## config.mk

```make
export PLATFORM = sky130hd
export DESIGN_NAME = updown_mod_counter_flat
export DESIGN_NICKNAME = d
export VERILOG_FILES = /design/src/rtl/updown_mod_counter_if.sv /design/src/rtl/updown_mod_counter.sv /design/src/flat_wrapper.sv
export SDC_FILE = /design/constraint.sdc
export NUM_CORES = 1
export LEC_CHECK = 0
export BUFFER_PORTS_ARGS = -buffer_cell sky130_fd_sc_hd__buf_2
export CORE_ASPECT_RATIO = 1.1
export CORE_UTILIZATION = 35
export CTS_BUF_LIST = sky130_fd_sc_hd__clkbuf_8
export CTS_CLUSTER_DIAMETER = 60
export CTS_CLUSTER_SIZE = 16
export DETAILED_ROUTE_END_ITERATION = 8
export PLACE_DENSITY = 0.66
export SYNTH_ARGS = -nofsm -noshare
export SYNTH_HDL_FRONTEND = slang
export SYNTH_SLANG_ARGS = --single-unit
```

## constraint.sdc

```tcl
create_clock -name clk -period 4.6 [get_ports clk]
set_clock_uncertainty 0.05 [all_clocks]
set_input_delay 1.15 -clock clk [delete_from_list [all_inputs] [get_ports clk]]
set_output_delay 1.15 -clock clk [all_outputs]
set_load 0.02 [all_outputs]
```

## src/rtl/updown_mod_counter_if.sv

```systemverilog
// Control and status bundle for updown_mod_counter.
// The master drives the controls, and the counter (slave) returns the count and its flags.
interface updown_mod_counter_if #(
  parameter int WIDTH = 4
);
  logic             en;
  logic             load;
  logic [WIDTH-1:0] load_val;
  logic             up_dn;
  logic             sat_mode;
  logic [WIDTH-1:0] max_val;
  logic             clr_flag;
  logic [WIDTH-1:0] count;
  logic             at_limit;
  logic             wrap;
  logic             sat_flag;

  modport master (
    output en, load, load_val, up_dn, sat_mode, max_val, clr_flag,
    input  count, at_limit, wrap, sat_flag
  );

  modport slave (
    input  en, load, load_val, up_dn, sat_mode, max_val, clr_flag,
    output count, at_limit, wrap, sat_flag
  );
endinterface

```

## src/rtl/updown_mod_counter.sv

```systemverilog
// Up/down counter with a programmable modulus, a prescaled enable, and wrap/saturate boundaries.
// It outputs a terminal-count flag, a one-cycle wrap pulse and a sticky saturation flag.
module updown_mod_counter #(
  parameter int               WIDTH     = 4,
  parameter logic [WIDTH-1:0] RESET_VAL = {WIDTH{1'b1}},
  parameter int               PRESCALE  = 1
) (
  input logic                  clk,
  input logic                  reset,
  updown_mod_counter_if.slave  bus
);
  localparam int PSW = (PRESCALE > 1) ? $clog2(PRESCALE) : 1;
  localparam logic [PSW-1:0] PRE_LAST = PSW'(PRESCALE - 1);

  logic [WIDTH-1:0] r_count;
  logic [PSW-1:0]   r_pre;
  logic             r_wrap;
  logic             r_sat;

  logic             w_step;
  logic [WIDTH-1:0] w_nxt;
  logic             w_wrap;
  logic             w_sat;
  logic [WIDTH-1:0] w_load_clamp;

  assign w_step       = bus.en && !bus.load && ((PRESCALE == 1) || (r_pre == PRE_LAST));
  assign w_load_clamp = (bus.load_val > bus.max_val) ? bus.max_val : bus.load_val;

  // The next count and the boundary events are evaluated for a step at the current edge.
  always_comb begin
    w_nxt  = r_count;
    w_wrap = 1'b0;
    w_sat  = 1'b0;
    if (bus.up_dn) begin
      if (r_count < bus.max_val) begin
        w_nxt = r_count + WIDTH'(1);
      end else if (bus.sat_mode) begin
        w_nxt = bus.max_val;
        w_sat = 1'b1;
      end else begin
        w_nxt  = '0;
        w_wrap = 1'b1;
      end
    end else begin
      // A count left above a lowered max_val snaps down to max_val without raising a flag.
      if (r_count > bus.max_val) begin
        w_nxt = bus.max_val;
      end else if (r_count != '0) begin
        w_nxt = r_count - WIDTH'(1);
      end else if (bus.sat_mode) begin
        w_sat = 1'b1;
      end else begin
        w_nxt  = bus.max_val;
        w_wrap = 1'b1;
      end
    end
  end

  always_ff @(posedge clk) begin
    if (reset) begin
      r_count <= RESET_VAL;
      r_pre   <= '0;
      r_wrap  <= 1'b0;
      r_sat   <= 1'b0;
    end else begin
      r_wrap <= 1'b0;
      if (bus.load) begin
        r_count <= w_load_clamp;
        r_pre   <= '0;
      end else if (bus.en) begin
        if (w_step) begin
          r_count <= w_nxt;
          r_pre   <= '0;
          r_wrap  <= w_wrap;
        end else begin
          r_pre <= r_pre + PSW'(1);
        end
      end
      if (w_step && w_sat) r_sat <= 1'b1;
      else if (bus.clr_flag) r_sat <= 1'b0;
    end
  end

  assign bus.count    = r_count;
  assign bus.at_limit = (bus.up_dn && (r_count >= bus.max_val)) || (!bus.up_dn && (r_count == '0));
  assign bus.wrap     = r_wrap;
  assign bus.sat_flag = r_sat;
endmodule

```

## src/flat_wrapper.sv

```systemverilog
// flat-port wrapper written by rule: the top's interface ports become plain ports
module updown_mod_counter_flat 
#(
  parameter int               WIDTH     = 4,
  parameter logic [WIDTH-1:0] RESET_VAL = {WIDTH{1'b1}},
  parameter int               PRESCALE  = 1
)
  (clk, reset, bus_en, bus_load, bus_load_val, bus_up_dn, bus_sat_mode, bus_max_val, bus_clr_flag, bus_count, bus_at_limit, bus_wrap, bus_sat_flag);
  updown_mod_counter_if #(.WIDTH(WIDTH)) bus_i ();
  input logic clk;
  input logic reset;
  input wire logic [$bits(bus_i.en)-1:0] bus_en;
  input wire logic [$bits(bus_i.load)-1:0] bus_load;
  input wire logic [$bits(bus_i.load_val)-1:0] bus_load_val;
  input wire logic [$bits(bus_i.up_dn)-1:0] bus_up_dn;
  input wire logic [$bits(bus_i.sat_mode)-1:0] bus_sat_mode;
  input wire logic [$bits(bus_i.max_val)-1:0] bus_max_val;
  input wire logic [$bits(bus_i.clr_flag)-1:0] bus_clr_flag;
  output wire logic [$bits(bus_i.count)-1:0] bus_count;
  output wire logic [$bits(bus_i.at_limit)-1:0] bus_at_limit;
  output wire logic [$bits(bus_i.wrap)-1:0] bus_wrap;
  output wire logic [$bits(bus_i.sat_flag)-1:0] bus_sat_flag;
  assign bus_i.en = bus_en;
  assign bus_i.load = bus_load;
  assign bus_i.load_val = bus_load_val;
  assign bus_i.up_dn = bus_up_dn;
  assign bus_i.sat_mode = bus_sat_mode;
  assign bus_i.max_val = bus_max_val;
  assign bus_i.clr_flag = bus_clr_flag;
  assign bus_count = bus_i.count;
  assign bus_at_limit = bus_i.at_limit;
  assign bus_wrap = bus_i.wrap;
  assign bus_sat_flag = bus_i.sat_flag;
  updown_mod_counter #(.WIDTH(WIDTH), .RESET_VAL(RESET_VAL), .PRESCALE(PRESCALE)) u_core (.clk(clk), .reset(reset), .bus(bus_i));
endmodule
```

==> reports/results.tsv, run 1 <==
metric	value	unit
status	finished, final reports clean	
synth.distinct_cells	47	
reg2reg_depth	7	
async_flop_share	0	%
p_per_area	278	nW/µm²
yosysWarnings	0	
antenna_found_initial	0	
power_leakage	0.458	nW
cp_slowest_cell	ha_1	
wire_per_inst	14.1	µm
hold-worst-slack	409	ps
grt_pass1_vias	819	
crit_type	in -> out	
synthesis.instances	101	
fp.dieH	53.5	µm
worstSetupEndpoint	bus_at_limit	
switching_share	39.6	%
fin_nets	150	
fillers	233	
cap_viol_max_count	0	
rows	18	
required	3400	ps
clk_latency	220	ps
switchingPower	0.112	mW
place_inst	150	
worstPathMaxFanout	6	
clock_power_share	27.7	%
cp_common_cell	buf_2	
p_comb_share	48.5	%
fin_ws	910	ps
ios	22	
finalCritPeriodShare	80.2	%
syn-cell-area	845	µm²
globalRoute.totalOverflow	0	
layout-drive-gt1-share	30.9	%
synth.area.top_cells	ha_1 15%, dfxtp_1 14%, inv_1 4.4%	
path_buf_inv	3	
fin_util	45.3	%
synthFlopType	dfxtp_1	
synth_common_cells	10 x ha_1, 10 x inv_1, 10 x nor2_1	
drt_iter0_drc	18	
dpl_cell_area	978	µm²
seqPwrFrac	23.8	%
drcViolationCount	0	
hold_class	reg -> reg	
final_area	1020	µm²
tightest_slew	484	ps
grt_use_total	18.3	%
antenna_left	0	
yosysSeqAreaShare	14.2	%
area_growth	20.7	%
cp-startpoint	bus_max_val[1]	
hold_viol_final	0	
clock-sinks	6	
ctsHoldBuffers	0	
multi_input_area	678	µm²
core-area	2250	µm²
port_buffers	21	
setup-tns-final	0	ps
clk_path_buf_depth	2	
cp_num_cells	8	
fin_cells	153	
critPathMaxStageDelay	320	ps
vias_per_cell	5.66	
slew_violations	0	
die_w	48.8	µm
first_pass_iters	4	
post-cts-setup-buffers	0	
numCtsBuffers	3	
num_vias	866	
slew_headroom	67.7	%
htreeDepth	1	
clk_pin_slew	40	ps
rr_endpoint	u_core.bus.count[1]	
rrSetupSlack	2220	ps
intPower	0.172	mW
setup_viol	0	
max_freq	271	MHz
total_power	0.284	mW
avgSynthCellArea	8.36	µm²
synth_area_leader_cell	ha_1	
gp_congestion	0.917	
worstPathCellList	buf_2 -> inv_1 -> ha_1 -> nor2b_4 -> o211a_4 -> nor2_4 -> a31oi_1 -> buf_2	
ys_ff_latch	6	
grt_pass1_wl	3660	µm
antenna_cells	0	
dieArea	2610	µm²
post_cts_resized	0	
cts_root_buffer	clkbuf_8	
grt_start_max_net_pins	17	
cp_top_family	compound AO/OA/AOI/OAI gates	
regArea	120	µm²
rsz0062_at_grt	false	
synth_enable_flop_cells	0	
synth_fp_nets	126	
synth_top_area_share	14.8	%
arrival	2490	ps
cts_tree	built	
place_hpwl	1750	µm
fin_crit	3690	ps
crit_path_end_kind	output port	
start_util	37.5	%
start_kind	primary input	
ir_drop	0.306	mV
rr_startpoint	u_core.bus.count[1]	
routed_wl	2160	µm
pre_cts_slack	919	ps
routing by layer:
metal	vias to the layer above	track usage, %	part of all wire (%)
li1	430	-	-
met1	394	22.8	44
met4	0	0	0
met5	-	0	0
met2	42	31.0	47
met3	0	8.05	8.6
power by group through the flow:
| stage | registers (mW) | logic, mW | clock network (mW) |
|---|---|---|---|
| 2_1_floorplan | 0.0714 | 0.0980 | 0 |
| 3_3_place_gp | 0.0684 | 0.134 | 0 |
| 3_5_place_dp | 0.0683 | 0.136 | 0 |
| 4_1_cts | 0.0675 | 0.137 | 0.0802 |
| 5_1_grt | 0.0688 | 0.152 | 0.0840 |
| 6_report | 0.0676 | 0.138 | 0.0787 |
state kept, by name, indices dropped and copies added (netlist names):
register / cells
u_core.bus.wrap: 1
u_core.bus.count: 4
u_core.bus.sat_flag: 1
cell usage in the layout, fill, tap and decap left out, types with 2 or more instances in the layout:
cell type  instances
a31oi_1            3
a2111oi_0          2
buf_2             21
nor2_1            10
mux2i_1            3
dfxtp_1            6
a311o_1            2
clkbuf_8           3
o21ai_0            3
nand4_1            2
nor3_1             2
a21oi_1            2
inv_1             10
nand3_1            3
xnor2_1            3
nand2_1            5
o211ai_1           3
ha_1              10
nor2b_1            2
layout make-up:
| type | instances | area share (%) |
|---|---|---|
| clock buffer | 3 | 4.05 |
| tap | 30 | 3.68 |
| timing repair buffer | 21 | 10.3 |
| sequential | 6 | 11.8 |
| inverter | 10 | 3.68 |
| multi-input combinational | 83 | 66.5 |
how the worst min path moves through the flow:
stage,startpoint,to,slack [ps],cells past startpoint
final,u_core.bus.sat_flag,u_core.bus.sat_flag,410,2
after floorplan,u_core.bus.sat_flag,u_core.bus.sat_flag,480,2
after global placement,u_core.bus.sat_flag,u_core.bus.sat_flag,400,2
after global routing,u_core.bus.sat_flag,u_core.bus.sat_flag,470,2
after detailed placement,u_core.bus.sat_flag,u_core.bus.sat_flag,400,2
after CTS,u_core.bus.sat_flag,u_core.bus.sat_flag,410,2
cell families after synthesis:
group | synth area share (%)
fa+ha+maj | 14.8
mux | 4.89
xor+xnor | 4.15
compound gates | 31.0
flops | 14.2
simple gates | 25.5
buf+inv | 5.48
worst register-to-register path, stage by stage (launching register included):
cell	delay, ps
dfxtp_1	470
ha_1	330
nor2b_4	150
o211ai_1	350
a21boi_2	160
o41ai_1	410
a2111oi_0	150
a211oi_1	230
(Power assumes the default switching activity.)
==> run 2: changes to the inputs <==
- clock period: 4.6 -> 3.5 ns (I/O delays scaled with it)
==> run 2 against run 1 <==
  * Final cell count unchanged
  * Cell area unchanged
  * Sequential power up 31%
  * Critical path depth unchanged
  * Flip-flop and latch count unchanged
  * Clock-buffer cell count unchanged
  * Register-to-register slack worse by 1100 ps
  * Hold slack worse by 0.87 ps
  * Via count unchanged
  * Global-route usage down 0.31 points
  * Sequential share of layout area unchanged
==> reports/results.tsv, run 2 (synthesized netlist as in run 1, its figures left out) <==
metric	value	unit	change
status	finished, final reports clean		unchanged
vias_per_cell	5.66		unchanged
fin_nets	150		unchanged
cap_viol_max_count	0		unchanged
drcViolationCount	0		unchanged
fp.dieH	53.5	µm	unchanged
switchingPower	0.147	mW	was 0.112 mW
hold_viol_final	0		unchanged
core-area	2250	µm²	unchanged
hold_class	reg -> reg		unchanged
reg2reg_depth	7		unchanged
cp_slowest_cell	ha_1		unchanged
cp_num_cells	8		unchanged
p_per_area	365	nW/µm²	was 278 nW/µm²
worstPathMaxFanout	6		unchanged
seqPwrFrac	23.8	%	about the same
die_w	48.8	µm	unchanged
drt_iter0_drc	21		was 18
critPathMaxStageDelay	320	ps	about the same
rsz0062_at_grt	false		unchanged
rr_endpoint	u_core.bus.count[1]		unchanged
final_cell_mix	21 x buf_2, 10 x inv_1, 10 x nor2_1, 10 x ha_1, 6 x dfxtp_1		unchanged
globalRoute.totalOverflow	0		unchanged
cp_common_cell	buf_2		unchanged
tightest_slew	486	ps	was 484 ps
dieArea	2610	µm²	unchanged
clk_path_buf_depth	2		unchanged
fin_crit	3130	ps	
finalCritPeriodShare	89.4	%	
p_comb_share	48.6	%	was 48.5%
grt_start_max_net_pins	17		unchanged
arrival	2210	ps	was 2490 ps
use_met3	7.76	%	was 8.05%
largest_reg_flops	4		unchanged
place_hpwl	1750	µm	about the same
first_pass_iters	4		unchanged
grt_use_total	18.0	%	was 18.3%
post-cts-setup-buffers	0		unchanged
htreeDepth	1		unchanged
hp-start	u_core.bus.sat_flag		unchanged
cp_top_family	compound AO/OA/AOI/OAI gates		unchanged
rrSetupSlack	1130	ps	was 2220 ps
final_common_cell	buf_2		unchanged
rr_startpoint	u_core.bus.count[1]		unchanged
final_area	1020	µm²	unchanged
slew_violations	0		unchanged
ir_drop	0.368	mV	was 0.306 mV
wire_per_inst	14.1	µm	about the same
antenna_cells	0		unchanged
max_freq	319	MHz	
worstPathCellList	buf_2 -> inv_1 -> ha_1 -> nor2b_4 -> o211a_4 -> nor2_4 -> a31oi_1 -> buf_2		unchanged
ios	22		unchanged
antenna_found_initial	0		unchanged
layout-drive-gt1-share	30.9	%	unchanged
clock_power_share	27.6	%	was 27.7%
area_growth	20.7	%	unchanged
start_util	37.5	%	unchanged
grt-busiest-layer	met2		unchanged
rows	18		unchanged
setup-tns-final	0	ps	unchanged
ctsHoldBuffers	0		unchanged
required	2570	ps	was 3400 ps
clk_pin_slew	40	ps	about the same
post_cts_resized	0		unchanged
path_buf_inv	3		unchanged
cts_tree	built		unchanged
total_power	0.372	mW	was 0.284 mW
gp_congestion	0.917		about the same
dpl_cell_area	978	µm²	unchanged
grt_pass1_vias	808		was 819
fin_util	45.3	%	unchanged
clk_latency	220	ps	about the same
antenna_left	0		unchanged
clock-sinks	6		unchanged
hold_depth	2		unchanged
cts_root_buffer	clkbuf_8		unchanged
hold_path_end	u_core.bus.sat_flag		unchanged
crit_type	in -> out		unchanged
num_vias	866		unchanged
slew_headroom	67.6	%	was 67.7%
switching_share	39.4	%	was 39.6%
routed_wl	2150	µm	was 2160 µm
port_buffers	21		unchanged
numCtsBuffers	3		unchanged
start_kind	primary input		unchanged
power_leakage	0.458	nW	unchanged
setup_viol	0		unchanged
grt_pass1_wl	3580	µm	was 3660 µm
use_met2	30.8	%	was 31.0%
crit_path_end_kind	output port		unchanged
intPower	0.225	mW	was 0.172 mW
grt_use_met1	22.1	%	was 22.8%
==> run 2: cell counts in the layout (fill, tap and decap cells not counted) <==
Identical to the previous run, type by type.
==> run 2: final cells by class <==
type                            instances  area, µm²
Multi-Input combinational cell         83        678
Timing Repair Buffer                   21        105
Clock buffer                            3       41.3
Inverter                               10       37.5
Tap cell                               30       37.5
Sequential cell                         6        120
Fill cell                             239       1230
==> run 2: tightest hold or removal path: cells and delay by family (launching register included) <==
kind | cells | cell delay (ps)
AO/OA/AOI/OAI | 1 | 70
AND/OR/NAND/NOR | 1 | 40
flip-flops | 1 | 310
==> run 2: power by group through the flow <==
stage               Combinational, mW  Clock [mW]  Sequential (mW)
CTS                             0.180       0.108           0.0888
global placement                0.177           0           0.0900
global route                    0.200       0.111           0.0904
detailed placement              0.179           0           0.0899
floorplan                       0.129           0           0.0939
finish                          0.181       0.103           0.0886
==> run 2: layer usage <==
| layer | share of wire, % | vias up |
|---|---|---|
| met5 | 0 | - |
| met4 | 0 | 0 |
| met3 | 7.4 | 0 |
| met2 | 47 | 31 |
| met1 | 45 | 405 |
| li1 | - | 430 |
==> run 2: how the worst max path moves through the flow <==
stage	from	to	slack, ps
4_1_cts	bus_max_val[1]	bus_at_limit	370
3_3_place_gp	bus_max_val[1]	bus_at_limit	400
2_1_floorplan	bus_max_val[1]	bus_at_limit	540
6_report	bus_max_val[1]	bus_at_limit	370
5_1_grt	bus_max_val[1]	bus_at_limit	310
3_5_place_dp	bus_max_val[1]	bus_at_limit	370
==> run 2: per-stage QoR <==
stage,hold slack [ps],worst slack [ps],cells
final,408,370,153
after global routing,469,312,153
after CTS,412,368,153
after detailed placement,403,371,150
after global placement,399,398,150
after floorplan,485,535,101
